$ cat src/rtl/alu_result_stage_pkg.sv
// Shared types and the flag computation for the ALU result stage.
// The flag function is kept here so any stage consuming ALU lanes derives N/Z/C/V the same way.
package alu_pkg;

  typedef enum logic [1:0] {
    OP_ADD = 2'd0,
    OP_SUB = 2'd1,
    OP_ASL = 2'd2,
    OP_ASR = 2'd3
  } alu_op_t;

  typedef struct packed {
    logic n;
    logic z;
    logic c;
    logic v;
  } alu_flags_t;

  typedef enum logic [1:0] {
    SB_EMPTY = 2'd0,
    SB_ONE   = 2'd1,
    SB_FULL  = 2'd2
  } skid_state_t;

  localparam int FLAGS_W = 4;

  // Shifts leave C and V untouched, so the current architectural values flow through.
  function automatic alu_flags_t calc_flags(
    input alu_op_t    op,
    input logic       sel_msb,
    input logic       sel_zero,
    input logic       a_msb,
    input logic       b_msb,
    input logic       sum_msb,
    input logic       carry,
    input alu_flags_t cur
  );
    alu_flags_t f;
    f.n = sel_msb;
    f.z = sel_zero;
    f.c = cur.c;
    f.v = cur.v;
    case (op)
      OP_ADD: begin
        f.c = carry;
        f.v = (a_msb == b_msb) & (sum_msb != a_msb);
      end
      OP_SUB: begin
        f.c = carry;
        f.v = (a_msb != b_msb) & (sum_msb != a_msb);
      end
      default: begin
        f.c = cur.c;
        f.v = cur.v;
      end
    endcase
    return f;
  endfunction

endpackage

$ cat src/rtl/alu_result_stage_if.sv
// ALU-to-writeback bundle: input handshake with operand/result lanes, output handshake with flags.
// master is the surrounding pipeline (ALU + writeback), slave is the result stage.
interface alu_result_stage_if #(
  parameter int N     = 4,
  parameter int TAG_W = 4
);

  logic             in_valid;
  logic             in_ready;
  logic [1:0]       op_sel;
  logic             set_flags;
  logic [N-1:0]     a;
  logic [N-1:0]     b;
  logic [N-1:0]     d0;
  logic [N-1:0]     d1;
  logic [N-1:0]     d2;
  logic [N-1:0]     d3;
  logic             carry_out;
  logic             msb_result;
  logic [TAG_W-1:0] tag_in;

  logic             out_valid;
  logic             out_ready;
  logic [N-1:0]     result;
  logic [TAG_W-1:0] tag_out;
  logic [3:0]       flags_out;
  logic [3:0]       flags_reg;

  modport master (
    output in_valid, op_sel, set_flags, a, b, d0, d1, d2, d3,
           carry_out, msb_result, tag_in, out_ready,
    input  in_ready, out_valid, result, tag_out, flags_out, flags_reg
  );

  modport slave (
    input  in_valid, op_sel, set_flags, a, b, d0, d1, d2, d3,
           carry_out, msb_result, tag_in, out_ready,
    output in_ready, out_valid, result, tag_out, flags_out, flags_reg
  );

endinterface

$ cat src/rtl/alu_result_stage_skid_buffer.sv
// Generic two-entry valid/ready buffer; MAIN drives the outputs, SKID absorbs one beat of stall.
// in_ready and out_valid both come straight from flops so neither side sees a comb path through.
module alu_skid_buffer
  import alu_pkg::*;
#(
  parameter int W = 8
) (
  input  logic         clk,
  input  logic         rst_n,
  input  logic         in_valid_i,
  output logic         in_ready_o,
  input  logic [W-1:0] in_data_i,
  output logic         out_valid_o,
  input  logic         out_ready_i,
  output logic [W-1:0] out_data_o
);

  skid_state_t  state_q, state_d;
  logic [W-1:0] main_q, main_d;
  logic [W-1:0] skid_q, skid_d;
  logic         in_ready_q, in_ready_d;
  logic         out_valid_q, out_valid_d;
  logic         in_fire;
  logic         out_fire;

  assign in_fire  = in_valid_i & in_ready_q;
  assign out_fire = out_valid_q & out_ready_i;

  // Occupancy transitions and entry moves.
  always_comb begin
    state_d = state_q;
    main_d  = main_q;
    skid_d  = skid_q;
    case (state_q)
      SB_EMPTY: begin
        if (in_fire) begin
          main_d  = in_data_i;
          state_d = SB_ONE;
        end else begin
          state_d = SB_EMPTY;
        end
      end
      SB_ONE: begin
        if (in_fire && !out_fire) begin
          skid_d  = in_data_i;
          state_d = SB_FULL;
        end else if (in_fire && out_fire) begin
          main_d  = in_data_i;
          state_d = SB_ONE;
        end else if (out_fire) begin
          state_d = SB_EMPTY;
        end else begin
          state_d = SB_ONE;
        end
      end
      SB_FULL: begin
        if (out_fire) begin
          main_d  = skid_q;
          state_d = SB_ONE;
        end else begin
          state_d = SB_FULL;
        end
      end
      default: begin
        state_d = SB_EMPTY;
      end
    endcase
    in_ready_d  = (state_d != SB_FULL);
    out_valid_d = (state_d != SB_EMPTY);
  end

  // State and entry registers.
  always_ff @(posedge clk or negedge rst_n) begin
    if (!rst_n) begin
      state_q     <= SB_EMPTY;
      main_q      <= '0;
      skid_q      <= '0;
      in_ready_q  <= 1'b1;
      out_valid_q <= 1'b0;
    end else begin
      state_q     <= state_d;
      main_q      <= main_d;
      skid_q      <= skid_d;
      in_ready_q  <= in_ready_d;
      out_valid_q <= out_valid_d;
    end
  end

  assign in_ready_o  = in_ready_q;
  assign out_valid_o = out_valid_q;
  assign out_data_o  = main_q;

endmodule

$ cat src/rtl/alu_result_stage.sv
// Registered output stage behind the ALU: lane select, N/Z/C/V, architectural flag register,
// and a skid-buffered handshake to writeback.
module alu_result_stage
  import alu_pkg::*;
#(
  parameter int N     = 4,
  parameter int TAG_W = 4
) (
  input  logic              clk,
  input  logic              rst_n,
  alu_result_stage_if.slave bus
);

  localparam int W = N + TAG_W + FLAGS_W;

  alu_op_t          op;
  logic [N-1:0]     sel;
  alu_flags_t       flags_new;
  alu_flags_t       flags_q, flags_d;
  logic             in_ready;
  logic             in_fire;
  logic             out_valid;
  logic [W-1:0]     in_word;
  logic [W-1:0]     out_word;

  assign op = alu_op_t'(bus.op_sel);

  // Result lane select.
  always_comb begin
    sel = bus.d0;
    case (op)
      OP_ADD:  sel = bus.d0;
      OP_SUB:  sel = bus.d1;
      OP_ASL:  sel = bus.d2;
      OP_ASR:  sel = bus.d3;
      default: sel = bus.d0;
    endcase
  end

  assign flags_new = calc_flags(op, sel[N-1], (sel == {N{1'b0}}),
                                bus.a[N-1], bus.b[N-1], bus.msb_result,
                                bus.carry_out, flags_q);

  assign in_fire = bus.in_valid & in_ready;

  // Flags commit in program order at accept, so a stalled writeback never delays them.
  always_comb begin
    flags_d = flags_q;
    if (in_fire && bus.set_flags) begin
      flags_d = flags_new;
    end else begin
      flags_d = flags_q;
    end
  end

  // Architectural flag register.
  always_ff @(posedge clk or negedge rst_n) begin
    if (!rst_n) begin
      flags_q <= '0;
    end else begin
      flags_q <= flags_d;
    end
  end

  assign in_word = {sel, bus.tag_in, flags_new};

  alu_skid_buffer #(
    .W (W)
  ) u_skid (
    .clk         (clk),
    .rst_n       (rst_n),
    .in_valid_i  (bus.in_valid),
    .in_ready_o  (in_ready),
    .in_data_i   (in_word),
    .out_valid_o (out_valid),
    .out_ready_i (bus.out_ready),
    .out_data_o  (out_word)
  );

  assign bus.in_ready  = in_ready;
  assign bus.out_valid = out_valid;
  assign bus.result    = out_word[W-1 -: N];
  assign bus.tag_out   = out_word[FLAGS_W +: TAG_W];
  assign bus.flags_out = out_word[FLAGS_W-1:0];
  assign bus.flags_reg = flags_q;

endmodule

$ cat src/flat_wrapper.sv
// flat-port wrapper written by rule: the top's interface ports become plain ports
module alu_result_stage_flat import alu_pkg::*;
#(
  parameter int N     = 4,
  parameter int TAG_W = 4
)
  (clk, rst_n, bus_in_valid, bus_op_sel, bus_set_flags, bus_a, bus_b, bus_d0, bus_d1, bus_d2, bus_d3, bus_carry_out, bus_msb_result, bus_tag_in, bus_out_ready, bus_in_ready, bus_out_valid, bus_result, bus_tag_out, bus_flags_out, bus_flags_reg);
  alu_result_stage_if #(.N(N), .TAG_W(TAG_W)) bus_i ();
  input  logic clk;
  input  logic rst_n;
  input wire logic [$bits(bus_i.in_valid)-1:0] bus_in_valid;
  input wire logic [$bits(bus_i.op_sel)-1:0] bus_op_sel;
  input wire logic [$bits(bus_i.set_flags)-1:0] bus_set_flags;
  input wire logic [$bits(bus_i.a)-1:0] bus_a;
  input wire logic [$bits(bus_i.b)-1:0] bus_b;
  input wire logic [$bits(bus_i.d0)-1:0] bus_d0;
  input wire logic [$bits(bus_i.d1)-1:0] bus_d1;
  input wire logic [$bits(bus_i.d2)-1:0] bus_d2;
  input wire logic [$bits(bus_i.d3)-1:0] bus_d3;
  input wire logic [$bits(bus_i.carry_out)-1:0] bus_carry_out;
  input wire logic [$bits(bus_i.msb_result)-1:0] bus_msb_result;
  input wire logic [$bits(bus_i.tag_in)-1:0] bus_tag_in;
  input wire logic [$bits(bus_i.out_ready)-1:0] bus_out_ready;
  output wire logic [$bits(bus_i.in_ready)-1:0] bus_in_ready;
  output wire logic [$bits(bus_i.out_valid)-1:0] bus_out_valid;
  output wire logic [$bits(bus_i.result)-1:0] bus_result;
  output wire logic [$bits(bus_i.tag_out)-1:0] bus_tag_out;
  output wire logic [$bits(bus_i.flags_out)-1:0] bus_flags_out;
  output wire logic [$bits(bus_i.flags_reg)-1:0] bus_flags_reg;
  assign bus_i.in_valid = bus_in_valid;
  assign bus_i.op_sel = bus_op_sel;
  assign bus_i.set_flags = bus_set_flags;
  assign bus_i.a = bus_a;
  assign bus_i.b = bus_b;
  assign bus_i.d0 = bus_d0;
  assign bus_i.d1 = bus_d1;
  assign bus_i.d2 = bus_d2;
  assign bus_i.d3 = bus_d3;
  assign bus_i.carry_out = bus_carry_out;
  assign bus_i.msb_result = bus_msb_result;
  assign bus_i.tag_in = bus_tag_in;
  assign bus_i.out_ready = bus_out_ready;
  assign bus_in_ready = bus_i.in_ready;
  assign bus_out_valid = bus_i.out_valid;
  assign bus_result = bus_i.result;
  assign bus_tag_out = bus_i.tag_out;
  assign bus_flags_out = bus_i.flags_out;
  assign bus_flags_reg = bus_i.flags_reg;
  alu_result_stage #(.N(N), .TAG_W(TAG_W)) u_core (.clk(clk), .rst_n(rst_n), .bus(bus_i));
endmodule
$ cat config.mk
export PLATFORM = sky130hd
export DESIGN_NAME = alu_result_stage_flat
export DESIGN_NICKNAME = d
export VERILOG_FILES = /design/src/rtl/alu_result_stage_pkg.sv /design/src/rtl/alu_result_stage_if.sv /design/src/rtl/alu_result_stage_skid_buffer.sv /design/src/rtl/alu_result_stage.sv /design/src/flat_wrapper.sv
export SDC_FILE = /design/constraint.sdc
export NUM_CORES = 1
export LEC_CHECK = 0
export BUFFER_PORTS_ARGS = -buffer_cell sky130_fd_sc_hd__buf_2
export CAP_MARGIN = 40
export CORE_UTILIZATION = 28
export CTS_BUF_LIST = sky130_fd_sc_hd__clkbuf_2
export CTS_CLUSTER_SIZE = 12
export DETAILED_ROUTE_END_ITERATION = 10
export SETUP_SLACK_MARGIN = 0.05
export SYNTH_ARGS = -nofsm -noshare
export SYNTH_HDL_FRONTEND = slang
export SYNTH_SLANG_ARGS = --single-unit
$ cat constraint.sdc
create_clock -name clk -period 5.7 [get_ports clk]
set_input_delay 1.14 -clock clk [delete_from_list [all_inputs] [get_ports clk]]
set_output_delay 1.14 -clock clk [all_outputs]
set_load 0.02 [all_outputs]
Yosys cells after proc, flatten, opt, wreduce, memory -nomap -nowiden
Index checks and enable logic that the tools add are counted.
- equal/unequal tests: 13
- muxes and demuxes: 13
- bitwise operators: 4
- reductions and logical operators: 11
- operator list (kind ; number):
    two-way mux 12 bit ; 4
    one-hot mux 12 bit (3 select lines) ; 1
    one-hot mux 4 bit (4 select lines) ; 1
    inequality test 2 bit (second input constant) ; 4
    == test 2 bit (second input constant) ; 3
    one-hot mux 2 bit (3 select lines) ; 1
    AND reduction 5 bit ; 1
    bitwise AND 1 bit ; 4
    == test 2 x 1 -> 1 bit (second input constant) ; 2
    logical NOT 2 bit ; 2
    logical NOT 4 bit ; 1
    two-way mux 2 bit ; 2
    one-hot mux 2 bit (2 select lines) ; 1
    logical AND 1 bit ; 3
    two-way mux 1 bit ; 3
    nonzero test 3 bit ; 1
    inequality test 1 bit ; 2
    inequality test 2 x 1 -> 1 bit (second input constant) ; 1
    AND reduction 2 bit ; 1
    nonzero test 2 bit ; 1
    == test 1 bit ; 1
    logical NOT 1 bit ; 1
- bits in registers: 32
- logic and storage cells: 50

Logic depth before layout (Yosys ltp)
- depth in word-level cells: 6
- mapped depth: 8
- gate-level depth less buffers: 7

Hierarchy
Synthesis repeated with hierarchy kept, for this count alone.
- cells, all modules: 105
- area, all modules: 1670.4 um^2
- by module, submodules not included (module ; instances ; cells an instance ; area an instance (um^2)):
    alu_skid_buffer ; 1 ; 81 ; 1345.0
    alu_result_stage ; 1 ; 24 ; 325.3

Least setup slack after synthesis
No wires, ideal clock.
- kind: input port to flip-flop
- from: input bus_in_valid
- to: register u_core.u_skid.main_q[0] (netlist: u_core.u_skid.out_data_o[0])
- library setup time: 0.134 ns
- data arrival time: 2.523 ns
- path slack: 3.043 ns
- stages on the path: 7
- cells stage by stage: and2_1 -> ha_1 -> nand3b_1 -> a21boi_0 -> clkbuf_1 -> a21bo_2 -> o211ai_1
- cells in the longest elaborated chain, start to end: 4
- elaborated cells between the ends (all ways): 7
- classes of those cells: eq/ne: 3; bitwise: 1; reduce/logical: 3
- ends and longest elaborated chain (item ; RTL line ; source):
    start: declaration ; flat_wrapper.sv:11 ; input wire logic [$bits(bus_i.in_valid)-1:0] bus_in_valid;
    bitwise AND 1 bit * ; alu_result_stage_skid_buffer.sv:26 ; assign in_fire = in_valid_i & in_ready_q;
    logical AND 1 bit, on equally long branches ; alu_result_stage_skid_buffer.sv:47, alu_result_stage_skid_buffer.sv:44 ;
    inequality test 2 bit (no source line) ; - ;
    AND reduction 5 bit (no source line) * ; - ;
    end signal: assignment ; alu_result_stage_skid_buffer.sv:82 ; main_q <= main_d;
    end: declaration ; alu_result_stage_skid_buffer.sv:19 ; logic [W-1:0] main_q, main_d;
Every way passes the cells marked *; elsewhere a longest branch is shown, timed or not.
A chain may end at the register's enable or synchronous reset.

Final worst setup path
- from: input bus_in_valid
- to: register u_core.u_skid.main_q[2] (netlist: u_core.u_skid.out_data_o[2])
The elaborated chain is that of the path after synthesis.

==> results.cfg <==
[status]
outcome = complete, no violations

[clock_network]
cts-htree-levels = 2
clk_pin_slew_ns = 0.15
clk_latency_ns = 0.36
clockBufferDepth = 2
root_buffer = clkbuf_2
numCtsBuffers = 5
hold_buffers = 0
post_cts_buffers = 0
cts.sinks = 30
cts_tree = done
post_cts_resized = 0

[die]
core-area_sq_um = 5110
placementRows = 26
dieWidth_um = 74.7
pin_count = 55
die-area_sq_um = 5580
start_util = 0.290
die_y_um = 74.7

[power_and_ir_drop]
power.leakage_nw = 0.867
cellPowerDensity_nw_per_um2 = 502
ir_drop_v = 0.000182

[worst_setup_path]
cpLargestDelayFamily = simple AND/OR/NAND/NOR gates
crit_path_end_kind = register
startpoint_type = input pin
required_ns = 5.94
path_max_fanout = 16
crit_slowest_cell = a21boi_1
arrival_ns = 3.54
path_class = input pin to register
r2r_slack_ns = 2.92
cp_cell_sequence = buf_2 > and2_1 > ha_1 > nand3b_1 > a21boi_1 > buf_4 > nand2_1 > mux2_1
max_stage_delay_ns = 0.63
crit_buf_inv = 2

[layout]
fillers = 518
layout-drive-gt1-share = 0.410
ff_latch_area_sq_um = 752
fin_nets = 221
area_growth_pct = 22.9
diodes = 0
post-route-util = 0.356
multi_input_area_sq_um = 667

[drt]
dr.pass1.iters = 4
vias = 1164
post_drt_wl_per_cell_um = 11.9
drc_errors = 0
drtAntennaViolNets = 0
viasPerCell = 4.60
totalWireLength_um = 3020
drt_iter0_drc = 44

[timing]
fmax_mhz = 303
final.period_utilization = 0.578
slew_viol_final = 0
skew_ns = 0.0208
tns_ns = 0
finalSetupViolations = 0
relSlewSlack = 0.513
fin_crit_ns = 3.30
worst_slew_pin_slew_ns = 0.728
rsz0062_at_grt = no
hold_violations = 0

[place]
gp_congestion = 0.680
dp_hpwl_um = 2210
portBuffers = 48

[global_routing]
grt-ovfl-total = 0
grt_pass1_wl_um = 4930
track_usage = 0.118
grt_max_degree = 31
grt_pass1_vias = 1065
antenna_found_initial = 0

[yosys]
ys_async_sr_fraction = 1.00
syn_area_sq_um = 1480
ys_ff_latch = 30
synth_edf_count = 0
ys.flop_type = dfrtp_1
yosysUniqueCellTypes = 31
synth_top_cell_by_area = dfrtp_1
ys_warn_count = 0
synth_area_leaders = dfrtp_1 (49%), mux2_2 (7.6%), nand2_1 (7.4%)
synthTopCellsByCount = dfrtp_1 (29), nand2_1 (29), mux2_2 (10), a21oi_1 (9)
synthCells = 134
syn_area_per_cell_sq_um = 11.0
synth_top_cell_area_share = 0.490
synth_fp_nets = 173
ys_seq_area_frac = 0.508

[flow_run]
drv_cap = 0

[min_path]
hp-class = register to register
[report_power, final]
group          leakage [nW]  internal (mW)  switching [mW]
sequential            0.361          0.314          0.0577
combinational         0.476          0.183           0.257
clock                0.0304         0.0301          0.0708
[logic make-up after synthesis]
family	after synthesis	share of synthesized area
XOR/XNOR	1	0.00592
flip-flops	30	0.508
buffers and inverters	13	0.0414
multiplexers	19	0.174
AO/OA/AOI/OAI	30	0.134
AND/OR/NAND/NOR	39	0.120
adder cells (fa/ha/maj)	2	0.0169
[worst register-to-register path: stages, from the launching register on]
cell	delay [ns]
dfstp_2	0.40
and2_1	0.19
ha_1	0.21
nand3b_1	0.52
a21boi_1	0.63
buf_4	0.31
nand2_1	0.11
mux2_1	0.31
[layout make-up]
type / instances / area share
Sequential cell: 30 / 0.413
Multi-Input combinational cell: 91 / 0.367
Timing Repair Buffer: 51 / 0.144
Tap cell: 70 / 0.0481
Clock buffer: 6 / 0.0165
Inverter: 3 / 0.00619
Clock inverter: 2 / 0.00481
[placed cells by master, fill, tap and decap left out]
| cell | n |
|---|---|
| clkbuf_2 | 6 |
| buf_4 | 3 |
| a41oi_1 | 8 |
| or4_4 | 1 |
| buf_2 | 48 |
| a2bb2oi_1 | 1 |
| mux2_1 | 1 |
| a21boi_1 | 1 |
| o211ai_1 | 1 |
| nand4_1 | 1 |
| o21ai_1 | 1 |
| nand3b_1 | 2 |
| clkinv_1 | 1 |
| xor2_1 | 1 |
| nand3_1 | 1 |
| o21ai_0 | 7 |
| and2_1 | 1 |
| mux2i_1 | 4 |
| a21oi_1 | 9 |
| mux4_1 | 1 |
| mux2_2 | 10 |
| nand2_1 | 29 |
| dfrtp_1 | 29 |
| nand2b_1 | 3 |
| nor2b_1 | 1 |
| ha_1 | 2 |
| inv_1 | 3 |
| mux4_2 | 3 |
| clkinv_2 | 1 |
| dfstp_2 | 1 |
| a21bo_2 | 1 |
| o21ai_2 | 1 |
[path summary, 6_finish.rpt]
check / from / endpoint / cells after the start
max in group asynchronous: rst_n / u_core.u_skid.state_q[0] / 1
worst max-delay path: bus_in_valid / u_core.u_skid.out_data_o[2] / 8
worst max register to register: u_core.u_skid.in_ready_o / u_core.u_skid.out_data_o[2] / 7
min in group asynchronous: rst_n / u_core.u_skid.skid_q[10] / 1
worst min-delay path: u_core.u_skid.skid_q[0] / u_core.u_skid.skid_q[0] / 2
worst min register to register: u_core.u_skid.skid_q[0] / u_core.u_skid.skid_q[0] / 2
[metrics by stage]
stage          power [mW]  cells  hold slack, ns  worst slack, ns  instance area [sq um]
6_report            0.913    253           0.497             2.40                   1820
4_1_cts             0.921    253           0.505             2.41                   1820
5_1_grt             0.989    253           0.530             2.26                   1820
3_5_place_dp        0.823    245           0.472             2.02                   1780
3_3_place_gp        0.814    245           0.463             2.05                   1780
2_1_floorplan       0.688    134           0.449             3.04                   1480
[routing by layer]
metal,vias up,routed length (um),GRT usage
met2,49,1370,0.188
met5,-,0,0
met4,0,43,0.0440
li1,575,-,-
met3,4,177,0.0281
met1,536,1420,0.157
Power figures use the tool's default switching activity.
